File: src/rtl/display_pkg.sv
// Shared types and glyph data for the result display driver.
// Glyphs are stored active-high; bit0 = segment a .. bit6 = segment g.
`timescale 1ns/1ps
package display_pkg;

    typedef enum logic [1:0] {IDLE, CONV, UPD} state_t;

    localparam int BCD_DIGITS = 5;
    localparam int MAG_W      = 15;

    localparam logic [6:0] SEG_BLANK = 7'h00;
    localparam logic [6:0] SEG_MINUS = 7'h40;

    // Index 15 first so HEX_GLYPH[n] selects the glyph for nibble n.
    localparam logic [15:0][6:0] HEX_GLYPH = {
        7'h71, 7'h79, 7'h5E, 7'h39, 7'h7C, 7'h77, 7'h6F, 7'h7F,
        7'h07, 7'h7D, 7'h6D, 7'h66, 7'h4F, 7'h5B, 7'h06, 7'h3F
    };

endpackage

File: src/rtl/seg7_decoder.sv
// Combinational nibble-to-glyph decoder, active-high; zero latency, no handshake.
// Blank has priority over minus, which has priority over the nibble glyph.
`timescale 1ns/1ps
module seg7_decoder
    import display_pkg::*;
(
    input  logic [3:0] nibble,
    input  logic       blank,
    input  logic       minus,
    output logic [6:0] seg
);

    always_comb begin
        seg = HEX_GLYPH[nibble];
        if (blank) begin
            seg = SEG_BLANK;
        end else if (minus) begin
            seg = SEG_MINUS;
        end
    end

endmodule

File: src/rtl/result_display_driver.sv
// Captures a sign-magnitude product, converts it to BCD over 15 cycles and drives eight 7-segment digits.
// Latency: valid at edge N -> segments at N+16, done during the next cycle; never stalls, one-deep pending slot.
`timescale 1ns/1ps
module result_display_driver
    import display_pkg::*;
#(
    parameter bit SEG_ACTIVE_LOW = 1'b1,
    parameter bit BLANK_LEADING  = 1'b1
) (
    input  logic        clock,
    input  logic        reset,
    input  logic        result_valid,
    input  logic [15:0] result,
    input  logic [7:0]  op_value,
    input  logic        disp_hex,
    output logic        busy,
    output logic        done,
    output logic [6:0]  ssegment0,
    output logic [6:0]  ssegment1,
    output logic [6:0]  ssegment2,
    output logic [6:0]  ssegment3,
    output logic [6:0]  ssegment4,
    output logic [6:0]  ssegment5,
    output logic [6:0]  ssegment6,
    output logic [6:0]  ssegment7
);

    localparam logic [6:0] SEG_OFF = SEG_ACTIVE_LOW ? 7'h7F : 7'h00;

    state_t                 state_q, state_d;
    logic                   start_conv;
    logic [15:0]            start_res;
    logic [7:0]             start_op;
    logic [3:0]             cnt_q;
    logic [MAG_W-1:0]       shift_q;
    logic [4*BCD_DIGITS-1:0] bcd_q, bcd_adj;
    logic [15:0]            cap_res_q, pend_res_q;
    logic [7:0]             cap_op_q, pend_op_q;
    logic                   pend_q, hex_shown_q, done_q;
    logic [7:0][3:0]        dig_nib;
    logic [7:0]             dig_blank, dig_minus;
    logic                   seen_nz;
    logic [7:0][6:0]        dec_seg, seg_q;

    // A fresh pulse overrides older pending data.
    assign start_res = result_valid ? result : pend_res_q;
    assign start_op  = result_valid ? op_value : pend_op_q;

    always_comb begin
        state_d    = state_q;
        start_conv = 1'b0;
        case (state_q)
            IDLE: begin
                if (result_valid) begin
                    state_d    = CONV;
                    start_conv = 1'b1;
                end else if (disp_hex != hex_shown_q) begin
                    state_d = UPD;
                end
            end
            CONV: begin
                if (cnt_q == 4'd0) begin
                    state_d = UPD;
                end
            end
            UPD: begin
                if (result_valid || pend_q) begin
                    state_d    = CONV;
                    start_conv = 1'b1;
                end else begin
                    state_d = IDLE;
                end
            end
            default: state_d = IDLE;
        endcase
    end

    always_ff @(posedge clock or negedge reset) begin
        if (!reset) begin
            state_q <= IDLE;
        end else begin
            state_q <= state_d;
        end
    end

    always_comb begin
        bcd_adj = bcd_q;
        for (int i = 0; i < BCD_DIGITS; i++) begin
            if (bcd_q[4*i +: 4] >= 4'd5) begin
                bcd_adj[4*i +: 4] = bcd_q[4*i +: 4] + 4'd3;
            end
        end
    end

    always_ff @(posedge clock or negedge reset) begin
        if (!reset) begin
            cnt_q      <= '0;
            shift_q    <= '0;
            bcd_q      <= '0;
            cap_res_q  <= '0;
            cap_op_q   <= '0;
            pend_q     <= 1'b0;
            pend_res_q <= '0;
            pend_op_q  <= '0;
        end else begin
            if (start_conv) begin
                cap_res_q <= start_res;
                cap_op_q  <= start_op;
                shift_q   <= start_res[MAG_W-1:0];
                bcd_q     <= '0;
                cnt_q     <= 4'd14;
                pend_q    <= 1'b0;
            end else begin
                if (state_q == CONV) begin
                    bcd_q   <= {bcd_adj[4*BCD_DIGITS-2:0], shift_q[MAG_W-1]};
                    shift_q <= {shift_q[MAG_W-2:0], 1'b0};
                    cnt_q   <= cnt_q - 4'd1;
                end
                if (result_valid) begin
                    pend_q     <= 1'b1;
                    pend_res_q <= result;
                    pend_op_q  <= op_value;
                end
            end
        end
    end

    // Digit selection reads only settled state: bcd_q is complete whenever UPD samples it.
    always_comb begin
        dig_nib   = '0;
        dig_blank = '0;
        dig_minus = '0;
        seen_nz   = 1'b0;
        dig_nib[7] = cap_op_q[7:4];
        dig_nib[6] = cap_op_q[3:0];
        if (disp_hex) begin
            for (int i = 0; i < 4; i++) begin
                dig_nib[i] = cap_res_q[4*i +: 4];
            end
            dig_blank[5:4] = 2'b11;
        end else begin
            for (int i = BCD_DIGITS - 1; i >= 0; i--) begin
                dig_nib[i]   = bcd_q[4*i +: 4];
                seen_nz      = seen_nz | (bcd_q[4*i +: 4] != 4'd0);
                dig_blank[i] = BLANK_LEADING && !seen_nz && (i != 0);
            end
            dig_minus[5] = cap_res_q[15] && (cap_res_q[MAG_W-1:0] != '0);
            dig_blank[5] = !dig_minus[5];
        end
    end

    for (genvar g = 0; g < 8; g++) begin : g_dec
        seg7_decoder u_dec (
            .nibble (dig_nib[g]),
            .blank  (dig_blank[g]),
            .minus  (dig_minus[g]),
            .seg    (dec_seg[g])
        );
    end

    always_ff @(posedge clock or negedge reset) begin
        if (!reset) begin
            seg_q       <= {8{SEG_OFF}};
            hex_shown_q <= 1'b0;
            done_q      <= 1'b0;
        end else begin
            done_q <= (state_q == UPD);
            if (state_q == UPD) begin
                seg_q       <= SEG_ACTIVE_LOW ? ~dec_seg : dec_seg;
                hex_shown_q <= disp_hex;
            end
        end
    end

    assign busy      = (state_q != IDLE);
    assign done      = done_q;
    assign ssegment0 = seg_q[0];
    assign ssegment1 = seg_q[1];
    assign ssegment2 = seg_q[2];
    assign ssegment3 = seg_q[3];
    assign ssegment4 = seg_q[4];
    assign ssegment5 = seg_q[5];
    assign ssegment6 = seg_q[6];
    assign ssegment7 = seg_q[7];

endmodule
File: config.mk
export PLATFORM = sky130hd
export DESIGN_NAME = result_display_driver
export DESIGN_NICKNAME = d
export VERILOG_FILES = /design/src/rtl/display_pkg.sv /design/src/rtl/seg7_decoder.sv /design/src/rtl/result_display_driver.sv
export SDC_FILE = /design/constraint.sdc
export NUM_CORES = 1
export LEC_CHECK = 0
export ABC_AREA = 0
export CORE_MARGIN = 2
export CORE_UTILIZATION = 45
export CTS_CLUSTER_SIZE = 12
export DETAILED_ROUTE_END_ITERATION = 6
export PLACE_DENSITY = 0.69
export SETUP_SLACK_MARGIN = 0.02
export SYNTH_ARGS = -nofsm -noshare
export SYNTH_HDL_FRONTEND = slang
export SYNTH_HIERARCHICAL = 1
export SYNTH_SLANG_ARGS = --single-unit
File: constraint.sdc
create_clock -name clock -period 3.1 [get_ports clock]
set_input_delay 0.775 -clock clock [delete_from_list [all_inputs] [get_ports clock]]
set_output_delay 0.775 -clock clock [all_outputs]
set_load 0.005 [all_outputs]
==> out/qor.yml <==
placed_cells: 1319
ys_types: 54
intPower_mw: 6.80
coreArea_mm2: 0.0202
wirelength_mm: 18.7
final_cells: 1351
path_buf_inv: 3
min_path_type: "input port to asynchronous set/reset pin"
status: "finished, final reports clean"
critPathTopFamily: "compound AO/OA/AOI/OAI gates"
hold_violations: 0
grt_max_degree: 74
antenna_found_initial: 0
crit_path_start: "disp_hex"
die_w_um: 147
slew-limit-headroom: 0.318
skew_ns: 0.00882
syn_inst: 907
setup-violations-final: 0
max_clock_freq_mhz: 364
drt_pass1_iterations: 4
viasPerCell: 5.04
switchingPower_mw: 3.91
yosysSeqAreaShare: 0.409
min_period_ns: 2.74
globalRoute.totalOverflow: 0
crit_path_start_kind: "input port"
ir_worst_vdd_v: 0.000492
regToRegStartpoint: "bcd_q[16]"
clock-sinks: 148
crit_fanout: 9
worstSetupPathType: "input port to flip-flop"
track_usage: 0.184
cts_root_buffer: "clkbuf_16"
cts_buffer_depth: 2
dp_hpwl_mm: 13.5
port_buffers: 85
cp_slowest_cell: "o21ai_0"
die_h_um: 147
rrSetupSlack_ns: 0.65
async_reset_ff_frac: 1.00
grt_pass1_vias: 6536
slowest_delay_ns: 0.62
layout.nets: 1166
antennaDiodeCount: 0
cts_buffers: 17
max_cap_viol_count: 0
critical_path_required_ns: 3.45
path_cells: "clkdlybuf4s50_1, buf_4, o21ai_0, inv_1, ha_1, mux2_1, a311oi_1, o21ai_0"
power_density_mw_per_mm2: 952
pwr-share-clk: 0.194
num-fill-cells: 1808
globalplace.congestion: 0.854
ant_nets: 0
io_pins: 86
grt_pass1_wl_mm: 32.5
endpoint_kind: "flip-flop"
yosysWarnings: 6
rsz0062_at_grt: "false"
r2r_cells: 9
num_vias: 6803
path_clk_slew_ns: 0.06
drtIter0Drc: 383
syn_avg_cell_area_um2: 10.2
initial_core_util: 0.457
netlist_area_mm2: 0.00923
worstPathArrival_ns: 3.10
switching_share: 0.365
final_util: 0.558
cts_resized: 0
synth_top_flop_cell: "dfrtp_1"
drive_above_1_share: 0.197
area_delta_synth_final_pct: 22.0
cp_common_cell: "o21ai_0"
synth_edf_count: 0
cts_tree: "yes"
clock_latency_ns: 0.43
p_seq_frac: 0.364
htreeDepth: 4
r2r-end: "ssegment1[3]"
postCtsHoldBufs: 0
drv_slew: 0
leakage_nw: 5.13
die_area_mm2: 0.0217
rows: 52
power_frac_comb: 0.443
post_cts.repair.setup_buffers: 0
wire_per_inst_um: 13.9
drc: 0
final.period_utilization: 0.885
cp.depth: 8
ys_ff_latch: 148
worst_pin_slew_ns: 1.02
## layout make-up
class	instances	area, um^2	share of cell area
Clock buffer	18	439	0.0390
Clock inverter	14	155	0.0138
Inverter	54	203	0.0180
Multi-Input combinational cell	727	5200	0.462
Sequential cell	148	3770	0.335
Tap cell	270	338	0.0300
Timing Repair Buffer	120	1150	0.102
## metal layers
metal	vias to the layer above	wire [um]	global-route usage
li1	3485	-	-
met1	3198	9360	0.265
met2	100	8520	0.285
met3	20	576	0.0307
met4	0	281	0.0548
met5	-	0	0
## how the worst max path moves through the flow
stage | end
after floorplan | ssegment1[5]
after global placement | ssegment3[6]
after detailed placement | ssegment3[6]
after CTS | ssegment3[6]
after global routing | ssegment3[6]
final | ssegment3[6]
## stage by stage
step / setup TNS (ns) / hold WS (ns) / area [um^2] / setup WS [ns] / total power [mW]
6_report: 0 / 0.352 / 11300 / 0.355 / 10.7
3_3_place_gp: 0 / 0.467 / 10700 / 0.0407 / 8.55
4_1_cts: 0 / 0.398 / 11300 / 0.330 / 10.8
5_1_grt: 0 / 0.434 / 11300 / 0.130 / 11.6
2_1_floorplan: 0 / 0.450 / 9510 / 0.335 / 7.01
3_5_place_dp: -0.136 / 0.473 / 10700 / -0.0951 / 8.69
## cell families (layout without fill, tap and decap cells)
family,count (synthesis),count (layout),share of synthesized area
compound gates,216,216,0.177
flops,148,148,0.409
other cells,1,78,0.000406
buf+inv,109,206,0.0594
mux,78,78,0.0952
simple gates,277,277,0.156
xor+xnor,8,8,0.00760
fa+ha+maj,70,70,0.0949
## Yosys cell counts, types with 10 or more instances
cell type	instances	share of area
inv_1	54	0.022
o21ai_0	87	0.047
nor2_1	54	0.022
nor2b_1	11	0.0075
buf_4	11	0.0090
nor3_1	16	0.0087
mux2_2	37	0.045
nand3_1	14	0.0076
dfstp_2	56	0.16
a21o_1	15	0.012
a21oi_1	24	0.013
nand3b_1	16	0.013
o311a_1	24	0.026
clkbuf_1	16	0.0065
dfrtp_1	92	0.25
buf_6	10	0.012
ha_1	70	0.095
a221o_1	14	0.015
o32ai_2	14	0.025
and2_1	12	0.0081
nor4_1	12	0.0081
buf_2	18	0.0098
nand2_1	91	0.037
mux2i_1	24	0.026
## power by group through the flow
| stage | combinational (mW) | sequential [mW] | clock (mW) |
|---|---|---|---|
| CTS | 4.78 | 3.91 | 2.12 |
| floorplan | 3.33 | 3.67 | 0 |
| global placement | 4.65 | 3.89 | 0 |
| global route | 5.34 | 4.05 | 2.20 |
| detailed placement | 4.75 | 3.94 | 0 |
| finish | 4.74 | 3.90 | 2.07 |
## cell usage in the layout, fill, tap and decap left out, types with 14 or more instances in the layout
cell type / Yosys / routed
dfrtp_1: 92 / 92
nand2_1: 91 / 91
o21ai_0: 87 / 87
clkdlybuf4s50_1: 0 / 83
conb_1: 1 / 78
ha_1: 70 / 70
dfstp_2: 56 / 56
nor2_1: 54 / 54
inv_1: 54 / 54
mux2_2: 37 / 37
buf_4: 11 / 32
a21oi_1: 24 / 24
mux2i_1: 24 / 24
o311a_1: 24 / 24
clkbuf_16: 0 / 17
nor3_1: 16 / 16
nand3b_1: 16 / 16
a21o_1: 15 / 15
a221o_1: 14 / 14
nand3_1: 14 / 14
o32ai_2: 14 / 14
## flip-flops by register name, summed over array words and instances, names as in the netlist, 8 cells and up
register and flops:
cap_res_q 16, bcd_q 20, shift_q 15, cap_op_q 8, pend_res_q 16, pend_op_q 8
No activity file was read; power rests on OpenSTA's default activity.
